<file path="src/rtl/i2c_sensor_target.sv">
// rtl/i2c_sensor_target.sv - clk-oversampled open-drain I2C target returning a clamped sensor byte
module i2c_sensor_target #(
    parameter logic [6:0] ADDRESS = 7'b0101010,
    parameter logic [7:0] P_MIN   = 8'd0,
    parameter logic [7:0] P_MAX   = 8'd100
) (
    input  logic       clk,
    input  logic       rst,
    input  logic       scl_in,
    input  logic       sda_in,
    output logic       sda_oe,
    input  logic [7:0] sample_data,
    output logic [7:0] rx_data,
    output logic       rx_valid,
    output logic       busy
);

    typedef enum logic [2:0] {
        IDLE, ADDR, ADDR_ACK, TX_BYTE, TX_ACK, RX_BYTE, RX_ACK, IGNORE
    } state_t;

    state_t      state, state_n;
    logic [3:0]  bit_cnt, cnt_n;
    logic [7:0]  shreg, sh_n;
    logic        drive, drive_n;
    logic [7:0]  rxd_n;
    logic        rxv_n;

    logic scl_m, scl_s, scl_d;
    logic sda_m, sda_s, sda_d;
    logic scl_rise, scl_fall, start_det, stop_det;
    logic [7:0] clamped;

    // Synchronisers reset to the idle-bus level so release never fakes a START/STOP.
    always_ff @(posedge clk or negedge rst) begin
        if (!rst) begin
            {scl_m, scl_s, scl_d} <= 3'b111;
            {sda_m, sda_s, sda_d} <= 3'b111;
        end else begin
            scl_m <= scl_in;
            scl_s <= scl_m;
            scl_d <= scl_s;
            sda_m <= sda_in;
            sda_s <= sda_m;
            sda_d <= sda_s;
        end
    end

    assign scl_rise  = scl_s & ~scl_d;
    assign scl_fall  = ~scl_s & scl_d;
    assign start_det = scl_s & sda_d & ~sda_s;
    assign stop_det  = scl_s & ~sda_d & sda_s;

    assign clamped = (sample_data < P_MIN) ? P_MIN :
                     (sample_data > P_MAX) ? P_MAX : sample_data;

    always_ff @(posedge clk or negedge rst) begin
        if (!rst) begin
            state    <= IDLE;
            bit_cnt  <= 4'd0;
            shreg    <= 8'd0;
            drive    <= 1'b0;
            rx_data  <= 8'd0;
            rx_valid <= 1'b0;
        end else begin
            state    <= state_n;
            bit_cnt  <= cnt_n;
            shreg    <= sh_n;
            drive    <= drive_n;
            rx_data  <= rxd_n;
            rx_valid <= rxv_n;
        end
    end

    // In the ACK states, drive=0 means the ACK slot has not started yet;
    // the first scl fall asserts it and the second ends the slot.
    always_comb begin
        state_n = state;
        cnt_n   = bit_cnt;
        sh_n    = shreg;
        drive_n = drive;
        rxd_n   = rx_data;
        rxv_n   = 1'b0;
        if (stop_det) begin
            state_n = IDLE;
            drive_n = 1'b0;
        end else if (start_det) begin
            state_n = ADDR;
            cnt_n   = 4'd0;
            drive_n = 1'b0;
        end else begin
            case (state)
                ADDR: begin
                    if (scl_rise) begin
                        sh_n  = {shreg[6:0], sda_s};
                        cnt_n = bit_cnt + 4'd1;
                        if (bit_cnt == 4'd7)
                            state_n = (shreg[6:0] == ADDRESS) ? ADDR_ACK : IGNORE;
                    end
                end
                ADDR_ACK: begin
                    if (scl_fall) begin
                        if (!drive) begin
                            drive_n = 1'b1;
                        end else begin
                            drive_n = 1'b0;
                            cnt_n   = 4'd0;
                            if (shreg[0]) begin
                                sh_n    = clamped;
                                state_n = TX_BYTE;
                            end else begin
                                state_n = RX_BYTE;
                            end
                        end
                    end
                end
                TX_BYTE: begin
                    if (scl_rise) begin
                        cnt_n = bit_cnt + 4'd1;
                    end else if (scl_fall) begin
                        if (bit_cnt == 4'd8)
                            state_n = TX_ACK;
                        else
                            sh_n = {shreg[6:0], 1'b0};
                    end
                end
                TX_ACK: begin
                    if (scl_rise && sda_s) begin
                        state_n = IGNORE;
                    end else if (scl_fall) begin
                        sh_n    = clamped;
                        cnt_n   = 4'd0;
                        state_n = TX_BYTE;
                    end
                end
                RX_BYTE: begin
                    if (scl_rise) begin
                        sh_n  = {shreg[6:0], sda_s};
                        cnt_n = bit_cnt + 4'd1;
                        if (bit_cnt == 4'd7) begin
                            rxd_n   = {shreg[6:0], sda_s};
                            rxv_n   = 1'b1;
                            state_n = RX_ACK;
                        end
                    end
                end
                RX_ACK: begin
                    if (scl_fall) begin
                        if (!drive) begin
                            drive_n = 1'b1;
                        end else begin
                            drive_n = 1'b0;
                            cnt_n   = 4'd0;
                            state_n = RX_BYTE;
                        end
                    end
                end
                default: drive_n = 1'b0;
            endcase
        end
    end

    // TX data comes straight from the shift MSB, which only moves on scl falls.
    always_comb begin
        sda_oe = 1'b0;
        busy   = 1'b0;
        case (state)
            ADDR_ACK: begin sda_oe = drive;     busy = 1'b1; end
            TX_BYTE:  begin sda_oe = ~shreg[7]; busy = 1'b1; end
            TX_ACK:   busy = 1'b1;
            RX_BYTE:  busy = 1'b1;
            RX_ACK:   begin sda_oe = drive;     busy = 1'b1; end
            default:  sda_oe = 1'b0;
        endcase
    end

endmodule

</file>
<file path="config.mk">
export PLATFORM = sky130hd
export DESIGN_NAME = i2c_sensor_target
export DESIGN_NICKNAME = d
export VERILOG_FILES = /design/src/rtl/i2c_sensor_target.sv
export SDC_FILE = /design/constraint.sdc
export NUM_CORES = 1
export LEC_CHECK = 0
export CAP_MARGIN = 20
export CORE_MARGIN = 5
export CORE_UTILIZATION = 25
export CTS_BUF_LIST = sky130_fd_sc_hd__clkbuf_2 sky130_fd_sc_hd__clkbuf_4 sky130_fd_sc_hd__clkbuf_8
export DETAILED_ROUTE_END_ITERATION = 8
export DONT_BUFFER_PORTS = 1
export PLACE_DENSITY = 0.42
export SLEW_MARGIN = 20
export SYNTH_ARGS = -nofsm -noshare
export SYNTH_HDL_FRONTEND = slang
export SYNTH_SLANG_ARGS = --single-unit
</file>
<file path="constraint.sdc">
create_clock -name clk -period 3.28 [get_ports clk]
set_input_delay 0.492 -clock clk [delete_from_list [all_inputs] [get_ports clk]]
set_output_delay 0.492 -clock clk [all_outputs]
set_load 0.1 [all_outputs]
</file>
# --- Yosys cells after proc, flatten, opt, wreduce, memory -nomap -nowiden ---
# Index checks and enable logic that the tools add are counted.
# Widths: inputs -> output; s select.
word_totals:
  reg_bits: 31
  input_bits: 12
  memories: 0
  latchBits: 0
  mem_bits_ro: 0
  output_inout_bits: 11
  mem_bits_rw: 0
  wordCells: 130
op_classes:
  multipliers: 0
  n_reduce_logical: 15
  magnitude_cmp: 2
  eq_ne: 37
  bitwise: 13
  addsub: 1
  n_mux: 49
  shift: 0
  n_div: 0
ops:
  columns: ["op", "n"]
  rows:
  - ["$mux 8", 11]
  - ["$mux 3", 17]
  - ["$ne 4x4->1 const B", 11]
  - ["$pmux 8 s4", 1]
  - ["$mux 4", 6]
  - ["$pmux 3 s6", 1]
  - ["$ne 2x2->1 const B", 8]
  - ["$reduce_and 13->1", 1]
  - ["$ne 3x1->1 const B", 4]
  - ["$pmux 4 s3", 1]
  - ["$reduce_and 12->1", 1]
  - ["$reduce_and 11->1", 1]
  - ["$mux 1", 10]
  - ["$eq 3x3->1 const B", 3]
  - ["$gt 8x7->1 const B", 1]
  - ["$lt 8x1->1 const B", 1]
  - ["$reduce_bool 4->1", 2]
  - ["$reduce_bool 8->1", 1]
  - ["$eq 7x6->1 const B", 1]
  - ["$not 1->1", 7]
  - ["$reduce_and 7->1", 1]
  - ["$and 1x1->1", 6]
  - ["$eq 3x2->1 const B", 2]
  - ["$ne 3x3->1 const B", 2]
  - ["15 further kinds", 17]

# --- Longest topological paths before layout ---
depth:
  ltp_word: 7
  mapped_depth: 8
  depth_no_buf: 7

# --- Worst setup path after synthesis ---
# No wires, ideal clock.
synth_path:
  path_type: "reg-to-output"
  start: "register state[0]"
  end: "output sda_oe"
  n_path_buf: 2
  required_time_ns: 2.788
  stages_incl_launch_ff: 5
  t_arrival_ns: 2.212
  path_slack_ns: 0.576
  path_cell_list: "dfrtp_1 > buf_2 > clkbuf_1 > a31oi_1 > nor2_1"
synth_between:
  elab_chain_cells: 3
  word_cells_on_any_way: 5
  cone_classes: "3 x eq/ne; 1 x mux; 1 x reduce/logical"
synth_lines:
  columns: ["item", "line_no", "rtl"]
  rows:
  - ["start, declared", "22", "state_t state, state_n;"]
  - ["start signal, assigned", "66", "state <= state_n;"]
  - ["$eq 3x3->1 / $eq 3x2->1 (equally long branches)", "167", "case (state)"]
  - ["$reduce_or 2->1 (no line)", null, null]
  - ["$pmux 1 s2 (*)", "167", null]
  - ["end, declared", "11", "output logic sda_oe,"]
# Every way passes the cells marked *; elsewhere a longest branch is shown, timed or not.

# --- Worst setup path after layout ---
layout_path:
  start: "register state[0]"
  end: "register shreg[1]"
layout_between:
  elab_chain_cells: 4
  word_cells_on_any_way: 18
  cone_classes: "14 x eq/ne; 1 x mux; 3 x reduce/logical"
layout_lines:
  columns: ["item", "line_no", "rtl"]
  rows:
  - ["$eq 3x3->1 / $eq 3x1->1 (equally long branches)", "92", "case (state)"]
  - ["$reduce_or 2->1 (no line)", null, null]
  - ["$ne 2x1->1 (no line) / $reduce_bool 4->1 (equally long branches)", null, null]
  - ["$reduce_and 12->1 (no line)", null, null]
  - ["end signal, assigned", "68", "shreg <= sh_n;"]
  - ["end, declared", "24", "logic [7:0] shreg, sh_n;"]
# Parallel ways exist; a longest one is shown, timed or not.
# A chain may end at the register's enable or synchronous reset.

==> impl_metrics.env <==
export IMPL_dr_pass1_iters=4
export IMPL_path_cells="o21ai_0, o21ai_0, a21oi_1, nor3_2, mux2_2"
export IMPL_synth_edf_count=0
export IMPL_remaining_drc_errors=0
export IMPL_worstPathArrival_ns=2.46
export IMPL_vias=1363
export IMPL_worst_slew_pin_slew_ns=0.9123
export IMPL_antenna_left=0
export IMPL_drv_slew=0
export IMPL_dieArea_um2=8803
export IMPL_timing_fmax_ghz=0.4366
export IMPL_finalCritPeriodShare_pct=69.83
export IMPL_rr_worst_depth=5
export IMPL_io_pins=23
export IMPL_routed_wl_mm=4.157
export IMPL_synth_warnings=0
export IMPL_cts_root_buf="clkbuf_8"
export IMPL_final_cells=280
export IMPL_htreeDepth=2
export IMPL_cap_viol_max_count=0
export IMPL_grt_usage_pct=10.30
export IMPL_numPortBuffers=0
export IMPL_grt_max_degree=26
export IMPL_overflow=0
export IMPL_rows=30
export IMPL_cp_slowest_stage_delay_ns=0.77
export IMPL_grt_pass1_vias=1338
export IMPL_clockBufferDepth=2
export IMPL_antenna_found_initial=0
export IMPL_cts_sinks=31
export IMPL_setup_tns_ns=0
export IMPL_p_sw_share_pct=43.94
export IMPL_synthesis_nets=195
export IMPL_clkTransAtPathRegs_ns=0.07
export IMPL_r2r_end="shreg[1]$_DFFE_PN0P_"
export IMPL_power_density_nw_per_um2=830.5
export IMPL_async_flop_share_pct=100.0
export IMPL_syn2layout_area_growth_pct=12.11
export IMPL_irDropWorstVdd_mv=0.2857
export IMPL_ys_flop_type="dfrtp_1"
export IMPL_avgRoutedWirePerCell_um=14.85
export IMPL_relSlewSlack_pct=39.18
export IMPL_crit_top_cell="o21ai_0"
export IMPL_ff2ff_setup_slack_ns=0.99
export IMPL_seq_area_frac_synth_pct=44.59
export IMPL_syn_inst=181
export IMPL_fin_crit_ns=2.290
export IMPL_synth_seq_cells=31
export IMPL_pwr_share_comb_pct=40.4
export IMPL_die_h_um=93.83
export IMPL_grt_first_pass_wirelength_mm=7.113
export IMPL_cts_buffers=5
export IMPL_p_clk_share_pct=19.6
export IMPL_diodes=0
export IMPL_start_util_pct=25.71
export IMPL_core_area_um2=6832
export IMPL_postCtsSetupBuffers=0
export IMPL_startpoint="state[0]$_DFFE_PN0P_"
export IMPL_yosys_cell_types_count=49
export IMPL_avgViaCountPerCell=4.868
export IMPL_placed_cells=271
export IMPL_setup_violations_final=0
export IMPL_nNetsFinal=197
export IMPL_sequentialPowerShare_pct=40.1
export IMPL_p_int_mw=0.9170
export IMPL_status="completed"
export IMPL_fin_worst_skew_ns=0.006223
export IMPL_critPathCaptureType="register"
export IMPL_critPathMaxFanout=25
export IMPL_place_hpwl_mm=2.849
export IMPL_hold_violations=0
export IMPL_syn_area_um2=1757
export IMPL_fin_util_pct=28.83
export IMPL_tritoncts="done"
export IMPL_clk_latency_ns=0.28
export IMPL_drive_gt1_share_pct=20.65
export IMPL_worstHoldPathType="input pin to asynchronous set/reset pin"
export IMPL_cp_slowest_cell="dfrtp_1"
export IMPL_leakagePower_nw=0.8109
export IMPL_syn_area_per_cell_um2=9.705
export IMPL_drt_iter0_markers=107
export IMPL_cp_start_kind="register"
export IMPL_path_class="register to register"
export IMPL_cp_required_ns=3.45
export IMPL_switchingPower_mw=0.7187
export IMPL_gp_congestion=0.8400
export IMPL_grt_setup_unrepaired="false"
export IMPL_die_w_um=93.83
export IMPL_r2r_start="state[0]$_DFFE_PN0P_"
flip-flops by register name, summed over array words and instances (netlist names):
name and cells:
state 3, sda_s 1, rx_valid 1, drive 1
scl_m 1, bit_cnt 4, scl_s 1, sda_m 1
sda_d 1, shreg 8, scl_d 1, rx_data 8
logic make-up (layout without fill, tap and decap cells):
kind of cell,after synthesis,count (layout),share of synthesized area [%]
adder cells (fa/ha/maj),2,2,1.424
AO/OA/AOI/OAI,52,52,19.73
AND/OR/NAND/NOR,63,63,19.44
multiplexers,16,16,10.19
flip-flops,31,31,44.59
XOR/XNOR,1,1,0.4987
buffers and inverters,16,19,4.131
cell type report:
cell class	count	area, µm²
fillers	739	4862
multi-input cells	134	905.9
inverters	8	30.03
clock inverters	1	5.005
repair buffers	3	35.03
well taps	96	120.1
clock buffers	7	90.09
flip-flops and latches	31	783.3
layout by cell type, fill, tap and decap left out, drive strengths merged, types with 2 or more instances in the layout:
cell type   n
dfrtp      25
nand2      18
o21ai      17
nor2       16
mux2       15
inv         8
a21oi       7
clkbuf      7
dfstp       6
nor3        5
a31oi       4
nand2b      4
o211ai      4
nor2b       3
nor3b       3
a22o        3
or3         3
buf         3
and2        2
a21o        2
nor4bb      2
nand3       2
o41ai       2
a2111oi     2
o31ai       2
ha          2
power groups by stage:
stage	clock (mW)	combinational, mW	sequential [mW]
after detailed placement	0	0.649	0.659
after floorplan	0	0.609	0.565
final	0.320	0.661	0.655
after global routing	0.349	0.743	0.681
after global placement	0	0.659	0.665
after CTS	0.330	0.664	0.651
worst max path at each step:
stage | endpoint | slack, ns | cells past startpoint
final | shreg[1]$_DFFE_PN0P_ | 0.99 | 5
after detailed placement | shreg[2]$_DFFE_PN0P_ | 1.02 | 5
after global routing | shreg[6]$_DFFE_PN0P_ | 0.75 | 5
after floorplan | sda_oe | 0.58 | 4
after global placement | shreg[3]$_DFFE_PN0P_ | 0.99 | 5
after CTS | shreg[1]$_DFFE_PN0P_ | 1.01 | 5
synth_stat cells, types with 2 or more instances:
master | instances | share of area (%)
a2111oi_0 | 2 | 1.0
a21o_1 | 2 | 0.85
a21oi_1 | 7 | 2.0
a22o_1 | 3 | 1.5
a31oi_1 | 4 | 1.4
and2_1 | 2 | 0.71
buf_2 | 3 | 0.85
clkbuf_1 | 3 | 0.64
dfrtp_1 | 25 | 36
dfstp_2 | 6 | 9.0
ha_1 | 2 | 1.4
inv_1 | 7 | 1.5
mux2_2 | 15 | 9.6
nand2_1 | 18 | 3.8
nand2b_1 | 4 | 1.4
nand3_1 | 2 | 0.57
nor2_1 | 16 | 3.4
nor2b_1 | 3 | 1.1
nor3_1 | 3 | 0.85
nor3b_1 | 3 | 1.3
nor4bb_1 | 2 | 1.1
o211ai_1 | 4 | 1.7
o21ai_0 | 16 | 4.6
o31ai_1 | 2 | 0.85
o41ai_1 | 2 | 1.0
or3_1 | 2 | 0.71
routing by layer:
layer / vias to the layer above / wire (µm) / GRT usage (%)
met4: 0 / 106 / 5.535
met1: 652 / 1964 / 14.34
met5: - / 0 / 0
met2: 36 / 1898 / 14.31
met3: 8 / 188 / 2.804
li1: 667 / - / -
metrics by stage:
stage	worst slack (ns)	hold WS [ns]	cell area (µm²)	power, mW
6_report	0.9896	0.02381	1969	1.636
5_1_grt	0.7537	0.01870	1969	1.773
4_1_cts	1.011	0.02369	1969	1.646
3_5_place_dp	1.023	0.1979	1854	1.308
3_3_place_gp	0.9900	0.1973	1854	1.324
2_1_floorplan	0.5758	0.1964	1757	1.174
critical path: cells and delay by family (launching register included):
| family | cells | cell delay (ns) |
|---|---|---|
| simple gates | 1 | 0.52 |
| flops | 1 | 0.77 |
| compound gates | 3 | 0.48 |
| mux | 1 | 0.40 |
what timing repair did:
item                      4_1_cts  5_1_grt
hold endpoints to repair       25        0
hold buffers                    1        0
gates resized for setup         0        0
Power figures use the tool's default switching activity.
